$ cat config.mk
export PLATFORM = sky130hd
export DESIGN_NAME = accum_drain_flat
export DESIGN_NICKNAME = d
export VERILOG_FILES = /design/src/rtl/accum_drain_if.sv /design/src/rtl/accum_drain.sv /design/src/flat_wrapper.sv
export SDC_FILE = /design/constraint.sdc
export NUM_CORES = 1
export LEC_CHECK = 0
export BUFFER_PORTS_ARGS = -buffer_cell sky130_fd_sc_hd__buf_2
export CELL_PAD_IN_SITES_DETAIL_PLACEMENT = 1
export CELL_PAD_IN_SITES_GLOBAL_PLACEMENT = 2
export CORE_MARGIN = 2
export CORE_UTILIZATION = 37
export CTS_CLUSTER_SIZE = 28
export DETAILED_ROUTE_END_ITERATION = 7
export HOLD_SLACK_MARGIN = 0.03
export MAX_ROUTING_LAYER = met4
export PLACE_DENSITY_LB_ADDON = 0.2
export SLEW_MARGIN = 10
export SYNTH_ARGS = -nofsm -noshare
export SYNTH_HDL_FRONTEND = slang
export SYNTH_SLANG_ARGS = --single-unit
$ cat constraint.sdc
create_clock -name clk -period 4.6 [get_ports clk]
set_input_delay 0 -clock clk [delete_from_list [all_inputs] [get_ports clk]]
set_output_delay 0 -clock clk [all_outputs]
set_load 0.1 [all_outputs]
$ cat src/rtl/accum_drain_if.sv
// ---------------------------------------------------------------------------
// accum_drain_if
//
// Bundles the two data-path links of the column drain engine:
//   - the accumulator column port: read enable/address out, read data back
//     one cycle later, plus the whole-column clear pulse;
//   - the processed-element stream toward the output buffer (valid/ready
//     with a last marker).
//
// Modports:
//   master : the drain engine (drives reads, clear and the output stream)
//   slave  : the surrounding fabric (column storage + output buffer)
//
// Signals:
//   col_rd_en    master->slave  column read enable
//   col_rd_addr  master->slave  column read address (ADDR_W)
//   col_rd_data  slave->master  signed read data, valid the cycle after col_rd_en
//   col_clear    master->slave  one-cycle pulse clearing the whole column
//   out_valid    master->slave  out_data / out_last are valid
//   out_ready    slave->master  downstream accepts the current element
//   out_data     master->slave  signed processed element (OUT_WIDTH)
//   out_last     master->slave  final element of the drain (qualified by out_valid)
// ---------------------------------------------------------------------------
interface accum_drain_if #(
  parameter int DATA_WIDTH = 8,
  parameter int OUT_WIDTH  = 8,
  parameter int ADDR_W     = 10
);

  logic                         col_rd_en;
  logic [ADDR_W-1:0]            col_rd_addr;
  logic signed [DATA_WIDTH-1:0] col_rd_data;
  logic                         col_clear;

  logic                         out_valid;
  logic                         out_ready;
  logic signed [OUT_WIDTH-1:0]  out_data;
  logic                         out_last;

  modport master (
    output col_rd_en,
    output col_rd_addr,
    input  col_rd_data,
    output col_clear,
    output out_valid,
    input  out_ready,
    output out_data,
    output out_last
  );

  modport slave (
    input  col_rd_en,
    input  col_rd_addr,
    output col_rd_data,
    input  col_clear,
    input  out_valid,
    output out_ready,
    input  out_data,
    input  out_last
  );

endinterface : accum_drain_if

$ cat src/rtl/accum_drain.sv
// ---------------------------------------------------------------------------
// accum_drain
//
// Drains one accumulator column after a tile finishes accumulating. Entries
// 0..num_rows-1 are read in ascending order through the column's 1-cycle
// read port, each one is arithmetic-right-shifted, optionally ReLU-clamped
// and saturated to OUT_WIDTH, then streamed out over valid/ready. When the
// last element has been accepted the column is cleared with a single pulse
// and `done` pulses for one cycle.
//
// Ports:
//   clk       clock, all state changes on its rising edge
//   rst_n     asynchronous active-low reset (abandons any drain, no clear)
//   start     one-cycle pulse starting a drain, honoured only while idle
//   num_rows  entries to drain (ADDR_W+1 bits), clamped to NUM_ACCUM_ROWS
//   shift     arithmetic right-shift amount, sampled on start
//   relu_en   clamp negative results to zero, sampled on start
//   busy      high in every state except IDLE
//   done      one-cycle pulse once drain and clear are complete
//   bus       accum_drain_if.master: column read port, column clear and
//             the processed-element output stream
// ---------------------------------------------------------------------------
module accum_drain #(
  parameter int  DATA_WIDTH     = 8,
  parameter int  OUT_WIDTH      = 8,
  parameter int  MAX_OUT_ROWS   = 128,
  parameter int  MAX_OUT_COLS   = 128,
  parameter int  SYS_ARR_COLS   = 16,
  localparam int NUM_ACCUM_ROWS = MAX_OUT_ROWS * (MAX_OUT_COLS / SYS_ARR_COLS),
  localparam int ADDR_W         = $clog2(NUM_ACCUM_ROWS),
  localparam int SH_W           = $clog2(DATA_WIDTH)
) (
  input  logic              clk,
  input  logic              rst_n,
  input  logic              start,
  input  logic [ADDR_W:0]   num_rows,
  input  logic [SH_W-1:0]   shift,
  input  logic              relu_en,
  output logic              busy,
  output logic              done,
  accum_drain_if.master     bus
);

  // -------------------------------------------------------------------------
  // Constants
  // -------------------------------------------------------------------------
  localparam logic [ADDR_W:0] ROWS_CAP = (ADDR_W + 1)'(NUM_ACCUM_ROWS);
  localparam logic [ADDR_W:0] CNT_ONE  = (ADDR_W + 1)'(1);

  // Saturation bounds expressed at the accumulator width so the comparison
  // against the shifted value is a plain signed compare.
  localparam logic signed [DATA_WIDTH-1:0] SAT_MAX =
    DATA_WIDTH'((64'sd1 <<< (OUT_WIDTH - 1)) - 64'sd1);
  localparam logic signed [DATA_WIDTH-1:0] SAT_MIN =
    DATA_WIDTH'(-(64'sd1 <<< (OUT_WIDTH - 1)));

  typedef enum logic [2:0] {
    IDLE,
    READ,
    FLUSH,
    CLEAR,
    DONE
  } state_e;

  // One FIFO slot: post-processed element plus its end-of-drain marker.
  typedef struct packed {
    logic                        last;
    logic signed [OUT_WIDTH-1:0] data;
  } elem_t;

  // -------------------------------------------------------------------------
  // Declarations
  // -------------------------------------------------------------------------
  state_e                       state, state_nxt;

  logic [ADDR_W:0]              rows_q;         // clamped row count of this drain
  logic [SH_W-1:0]              shift_q;
  logic                         relu_q;
  logic [ADDR_W:0]              rows_clamped;

  // ADDR_W+1 bits so a full-column drain reaches the top address and the
  // terminal count without aliasing back to zero.
  logic [ADDR_W:0]              rd_cnt;
  logic                         inflight;       // read issued last cycle, data arriving now
  logic                         inflight_last;  // ...and it is the final entry

  elem_t                        fifo_mem [2];
  logic                         wr_ptr;
  logic                         rd_ptr;
  logic [1:0]                   fifo_cnt;

  logic                         accept;         // start honoured this cycle
  logic                         push;
  logic                         pop;
  logic                         rd_en;
  logic                         clear;
  logic                         last_issue;
  logic                         can_issue;
  logic [2:0]                   occupancy;

  logic signed [DATA_WIDTH-1:0] shifted;
  logic signed [DATA_WIDTH-1:0] rectified;
  elem_t                        proc;

  // -------------------------------------------------------------------------
  // Start acceptance and configuration capture
  // -------------------------------------------------------------------------
  assign accept       = (state == IDLE) && start;
  assign rows_clamped = (num_rows > ROWS_CAP) ? ROWS_CAP : num_rows;

  // NOTE: state is updated with non-blocking assignments so every register
  // samples pre-edge values regardless of the order the blocks are evaluated.
  always_ff @(posedge clk or negedge rst_n) begin
    if (!rst_n) begin
      rows_q  <= '0;
      shift_q <= '0;
      relu_q  <= 1'b0;
    end else if (accept) begin
      rows_q  <= rows_clamped;
      shift_q <= shift;
      relu_q  <= relu_en;
    end
  end

  // -------------------------------------------------------------------------
  // Read issue
  //
  // The FIFO has two slots, so at most two elements may be owed to the
  // downstream at any time (buffered plus in flight). A pop happening this
  // same cycle frees its slot at the edge, so it is credited immediately;
  // without that credit a continuously-ready consumer would only see two
  // elements every three cycles.
  // -------------------------------------------------------------------------
  assign pop        = bus.out_valid && bus.out_ready;
  assign push       = inflight;
  assign occupancy  = {1'b0, fifo_cnt} + {2'b00, inflight} - {2'b00, pop};
  assign can_issue  = (occupancy < 3'd2);
  assign last_issue = (rd_cnt == (rows_q - CNT_ONE));

  always_ff @(posedge clk or negedge rst_n) begin
    if (!rst_n) begin
      rd_cnt        <= '0;
      inflight      <= 1'b0;
      inflight_last <= 1'b0;
    end else begin
      if (accept) begin
        rd_cnt <= '0;
      end else if (rd_en) begin
        rd_cnt <= rd_cnt + CNT_ONE;
      end
      inflight      <= rd_en;
      inflight_last <= rd_en && last_issue;
    end
  end

  // -------------------------------------------------------------------------
  // Post-processing of the returning read data (before the FIFO push)
  // -------------------------------------------------------------------------
  always_comb begin
    shifted   = $signed(bus.col_rd_data) >>> shift_q;
    rectified = (relu_q && shifted[DATA_WIDTH-1]) ? '0 : shifted;

    proc.last = inflight_last;
    if (rectified > SAT_MAX) begin
      proc.data = SAT_MAX[OUT_WIDTH-1:0];
    end else if (rectified < SAT_MIN) begin
      proc.data = SAT_MIN[OUT_WIDTH-1:0];
    end else begin
      proc.data = rectified[OUT_WIDTH-1:0];
    end
  end

  // -------------------------------------------------------------------------
  // Two-entry output FIFO (push and pop may coincide)
  // -------------------------------------------------------------------------
  // NOTE: the storage slots are reset as well, so out_data reads zero after
  // reset instead of whatever the flops powered up with.
  always_ff @(posedge clk or negedge rst_n) begin
    if (!rst_n) begin
      fifo_mem[0] <= '0;
      fifo_mem[1] <= '0;
      wr_ptr      <= 1'b0;
      rd_ptr      <= 1'b0;
      fifo_cnt    <= 2'd0;
    end else begin
      if (push) begin
        fifo_mem[wr_ptr] <= proc;
        wr_ptr           <= ~wr_ptr;
      end
      if (pop) begin
        rd_ptr <= ~rd_ptr;
      end
      unique case ({push, pop})
        2'b10:   fifo_cnt <= fifo_cnt + 2'd1;
        2'b01:   fifo_cnt <= fifo_cnt - 2'd1;
        default: fifo_cnt <= fifo_cnt;
      endcase
    end
  end

  // -------------------------------------------------------------------------
  // Control FSM
  // -------------------------------------------------------------------------
  always_ff @(posedge clk or negedge rst_n) begin
    if (!rst_n) begin
      state <= IDLE;
    end else begin
      state <= state_nxt;
    end
  end

  // NOTE: every output of this block gets a default before the case so no
  // path leaves a signal unassigned and infers a latch.
  always_comb begin
    state_nxt = state;
    rd_en     = 1'b0;
    clear     = 1'b0;
    done      = 1'b0;

    unique case (state)
      IDLE: begin
        if (start) begin
          state_nxt = (rows_clamped == '0) ? CLEAR : READ;
        end
      end

      READ: begin
        rd_en = can_issue;
        if (can_issue && last_issue) begin
          state_nxt = FLUSH;
        end
      end

      // Empty FIFO with nothing in flight means the final element has been
      // accepted downstream.
      FLUSH: begin
        if (!inflight && (fifo_cnt == 2'd0)) begin
          state_nxt = CLEAR;
        end
      end

      CLEAR: begin
        clear     = 1'b1;
        state_nxt = DONE;
      end

      DONE: begin
        done      = 1'b1;
        state_nxt = IDLE;
      end

      default: state_nxt = IDLE;
    endcase
  end

  // -------------------------------------------------------------------------
  // Outputs
  // -------------------------------------------------------------------------
  assign busy            = (state != IDLE);

  assign bus.col_rd_en   = rd_en;
  assign bus.col_rd_addr = rd_cnt[ADDR_W-1:0];
  assign bus.col_clear   = clear;

  assign bus.out_valid   = (fifo_cnt != 2'd0);
  assign bus.out_data    = fifo_mem[rd_ptr].data;
  assign bus.out_last    = bus.out_valid && fifo_mem[rd_ptr].last;

  // -------------------------------------------------------------------------
  // Structural invariants
  // -------------------------------------------------------------------------
  a_no_overflow : assert property (@(posedge clk) disable iff (!rst_n)
    !(push && !pop && (fifo_cnt == 2'd2)));

  a_no_underflow : assert property (@(posedge clk) disable iff (!rst_n)
    !(pop && (fifo_cnt == 2'd0)));

  a_read_only_in_read : assert property (@(posedge clk) disable iff (!rst_n)
    !(rd_en && (state != READ)));

endmodule : accum_drain
$ cat src/flat_wrapper.sv
// flat-port wrapper written by rule: the top's interface ports become plain ports
module accum_drain_flat 
#(
  parameter int  DATA_WIDTH     = 8,
  parameter int  OUT_WIDTH      = 8,
  parameter int  MAX_OUT_ROWS   = 128,
  parameter int  MAX_OUT_COLS   = 128,
  parameter int  SYS_ARR_COLS   = 16,
  localparam int NUM_ACCUM_ROWS = MAX_OUT_ROWS * (MAX_OUT_COLS / SYS_ARR_COLS),
  localparam int ADDR_W         = $clog2(NUM_ACCUM_ROWS),
  localparam int SH_W           = $clog2(DATA_WIDTH)
)
  (clk, rst_n, start, num_rows, shift, relu_en, busy, done, bus_col_rd_en, bus_col_rd_addr, bus_col_rd_data, bus_col_clear, bus_out_valid, bus_out_ready, bus_out_data, bus_out_last);
  accum_drain_if #(.DATA_WIDTH(DATA_WIDTH), .OUT_WIDTH(OUT_WIDTH)) bus_i ();
  input  logic clk;
  input  logic rst_n;
  input  logic start;
  input  logic [ADDR_W:0] num_rows;
  input  logic [SH_W-1:0] shift;
  input  logic relu_en;
  output logic busy;
  output logic done;
  output wire logic [$bits(bus_i.col_rd_en)-1:0] bus_col_rd_en;
  output wire logic [$bits(bus_i.col_rd_addr)-1:0] bus_col_rd_addr;
  input wire logic [$bits(bus_i.col_rd_data)-1:0] bus_col_rd_data;
  output wire logic [$bits(bus_i.col_clear)-1:0] bus_col_clear;
  output wire logic [$bits(bus_i.out_valid)-1:0] bus_out_valid;
  input wire logic [$bits(bus_i.out_ready)-1:0] bus_out_ready;
  output wire logic [$bits(bus_i.out_data)-1:0] bus_out_data;
  output wire logic [$bits(bus_i.out_last)-1:0] bus_out_last;
  assign bus_col_rd_en = bus_i.col_rd_en;
  assign bus_col_rd_addr = bus_i.col_rd_addr;
  assign bus_i.col_rd_data = bus_col_rd_data;
  assign bus_col_clear = bus_i.col_clear;
  assign bus_out_valid = bus_i.out_valid;
  assign bus_i.out_ready = bus_out_ready;
  assign bus_out_data = bus_i.out_data;
  assign bus_out_last = bus_i.out_last;
  accum_drain #(.DATA_WIDTH(DATA_WIDTH), .OUT_WIDTH(OUT_WIDTH), .MAX_OUT_ROWS(MAX_OUT_ROWS), .MAX_OUT_COLS(MAX_OUT_COLS), .SYS_ARR_COLS(SYS_ARR_COLS)) u_core (.clk(clk), .rst_n(rst_n), .start(start), .num_rows(num_rows), .shift(shift), .relu_en(relu_en), .busy(busy), .done(done), .bus(bus_i));
endmodule
==> results.json <==
{
  "status": "finished, final reports clean",
  "cts_resized": 0,
  "synthArstFlopShare": 1.00,
  "die-height_um": 94.9,
  "cp_max_fo": 9,
  "cts_setup_buffers": 0,
  "vias_per_cell": 5.01,
  "cpPeakStageDelay_ps": 530,
  "layout.nets": 410,
  "drtIter0Drc": 88,
  "crit_path_top_delay_cell": "nor4_4",
  "synth_edf_count": 0,
  "setup_viol": 0,
  "wl_met2_mm": 3.87,
  "drv_slew": 0,
  "holdWs_ps": 97.9,
  "postCtsHoldBufs": 17,
  "postSynthCellCount": 330,
  "cts_tree": "done",
  "dp_cells": 459,
  "synth_area_per_cell_um2": 9.26,
  "drv_cap": 0,
  "fmax_mhz": 301,
  "antenna_left": 0,
  "start_util": 0.378,
  "synth_cell_type_count": 45,
  "synthSimpleGateAreaFrac": 0.219,
  "dieWidth_um": 94.9,
  "min_path_cells": 3,
  "final_common_cell": "nand2_1",
  "std_cell_rows": 33,
  "regArea_um2": 1330,
  "final_cell_mix": "59 x nand2_1, 53 x dfrtp_1, 50 x buf_2",
  "drc": 0,
  "final_cell_area_um2": 3600,
  "met1_length_mm": 3.40,
  "die_area_um2": 9000,
  "crit_required_ps": 4830,
  "setup_tns_ps": 0,
  "synth_nets": 362,
  "wl_met3_um": 202,
  "reg2reg_setup_slack_ps": 1280,
  "nFillCells": 965,
  "ys_seq_area_frac": 0.434,
  "worst_slew_pin_slew_ps": 1000,
  "rr_startpoint": "u_core.fifo_cnt[0]$_DFFE_PN0N_",
  "vias": 2424,
  "instances_no_fill": 484,
  "h-tree-depth": 2,
  "cts_buffers": 5,
  "fin_skew_ps": 16.2,
  "ys.flop_type": "dfrtp_1",
  "area_growth_pct": 17.9,
  "grt_pass1_vias": 2488,
  "wl_mm": 7.60,
  "antenna_found_initial": 0,
  "startpoint_type": "flop",
  "hold_class": "in2reg",
  "cts.clk_slew.worst_paths_ps": 110,
  "cts.sinks": 53,
  "grt_pass1_wl_mm": 12.5,
  "grt_max_degree": 54,
  "min_to": "u_core.fifo_mem[7]$_DFFE_PN0P_",
  "highest_layer": "met4",
  "clock-root-buffer": "clkbuf_8",
  "fin_crit_sh": 0.721,
  "syn_area_um2": 3060,
  "num_antenna_cells": 0,
  "wire_per_inst_um": 15.7,
  "hold_viol": 0,
  "clk_latency_ps": 310,
  "routabilityCongestion": 0.888,
  "dpl_cell_area_um2": 3340,
  "grt_util_all_layers": 0.187,
  "cts_max_path_buffers": 2,
  "multi_input_area_um2": 1590,
  "worst-r2r-cell-count": 11,
  "cp.arrival_ps": 3550,
  "yosys_warnings": 0,
  "rsz0062_at_grt": "no",
  "ys_ff_latch": 53,
  "io_pins": 51,
  "critPathKind": "reg2reg",
  "drive_gt1_frac": 0.230,
  "drt_first_pass_iters": 4,
  "synth_top_family_by_area": "simple AND/OR/NAND/NOR gates",
  "synth_compound_area_frac": 0.102,
  "startpoint": "u_core.fifo_cnt[0]$_DFFE_PN0N_",
  "relSlewSlack": 0.331,
  "worstPathCellList": "nor2_4 -> clkinvlp_4 -> and2_4 -> ha_4 -> nor2b_1 -> fa_1 -> nand2b_4 -> nor4_4 -> nand4_1 -> or3_1 -> a21oi_1",
  "core_area_um2": 8090,
  "grt-ovfl-total": 0,
  "synth.area.mux_share": 0.0888,
  "post-dp-hpwl_mm": 5.46,
  "critical_path.endpoint_type": "flop",
  "synth_fa_ha_area_frac": 0.0229,
  "synth-xor-area-share": 0.0774,
  "hp-start": "bus_col_rd_data[7]",
  "worstReg2RegEnd": "u_core.rd_cnt[8]$_DFFE_PN0P_",
  "numPortBuffers": 50,
  "fin_crit_ps": 3320
}
-- metrics by stage --
stage	util	setup slack (ps)
5_1_grt	0.445	1050
3_5_place_dp	0.413	1310
3_3_place_gp	0.413	1390
4_1_cts	0.445	1280
6_report	0.445	1280
2_1_floorplan	-	33.2
-- kinds of logic after synthesis --
family,after synthesis
xor+xnor,27
simple gates,135
compound gates,49
flops,53
fa+ha+maj,5
mux,25
buf+inv,36
-- synth_stat cells (all sizes together) (2+ instances only) --
library cell	n	area, um2
a21oi	7	35.0
and2	3	18.8
and3	5	31.3
buf	11	78.8
clkbuf	16	60.1
dfrtp	53	1330
ha	4	50.1
inv	9	33.8
mux2	17	191
mux2i	8	80.1
nand2	59	221
nand2b	4	25.0
nand3	6	30.0
nand3b	11	82.6
nand4	5	31.3
nor2	22	82.6
nor2b	2	12.5
nor3	7	35.0
nor4	4	40.0
o211ai	2	15.0
o21ai	27	135
or3	3	23.8
xnor2	15	131
xor2	12	105
-- worst max-delay path, delay by kind of cell (launching register included) --
| family | cells | cell delay, ps |
|---|---|---|
| flip-flops | 1 | 460 |
| AND/OR/NAND/NOR | 7 | 1860 |
| AO/OA/AOI/OAI | 1 | 140 |
| buffers and inverters | 1 | 100 |
| adder cells (fa/ha/maj) | 2 | 680 |
-- metal layers --
layer,GRT usage,up-vias
met4,0.0531,0
li1,-,1210
met5,-,-
met1,0.225,1162
met3,0.0279,9
met2,0.324,43
-- layout make-up --
class                      instances  area share
clock buffer                       5      0.0191
clock inverter                     3     0.00694
inverter                           9      0.0104
multi-input combinational        241       0.440
sequential                        53       0.368
tap                              105      0.0364
timing repair buffer              68       0.119
-- state kept, by name, summed over array words and instances, names as in the netlist --
signal and count:
u_core.shift_q 3, u_core.inflight_last 1, u_core.wr_ptr 1, u_core.rows_q 11, u_core.state 3, u_core.inflight 1
u_core.rd_cnt 11, u_core.fifo_cnt 2, u_core.relu_q 1, u_core.fifo_mem 18, u_core.rd_ptr 1
-- worst max-delay path by stage --
stage	end	slack [ps]	cells past startpoint
6_report	u_core.rd_cnt[8]$_DFFE_PN0P_	1280	11
5_1_grt	u_core.rd_cnt[8]$_DFFE_PN0P_	1050	11
4_1_cts	u_core.rd_cnt[8]$_DFFE_PN0P_	1280	11
3_5_place_dp	u_core.rd_cnt[8]$_DFFE_PN0P_	1310	11
3_3_place_gp	u_core.rd_cnt[8]$_DFFE_PN0P_	1390	11
2_1_floorplan	u_core.rd_cnt[8]$_DFFE_PN0P_	30	11
Power is left out: the tool's default activity adds up to more than one toggle a clock period on the data nets, which glitch-free logic cannot reach.
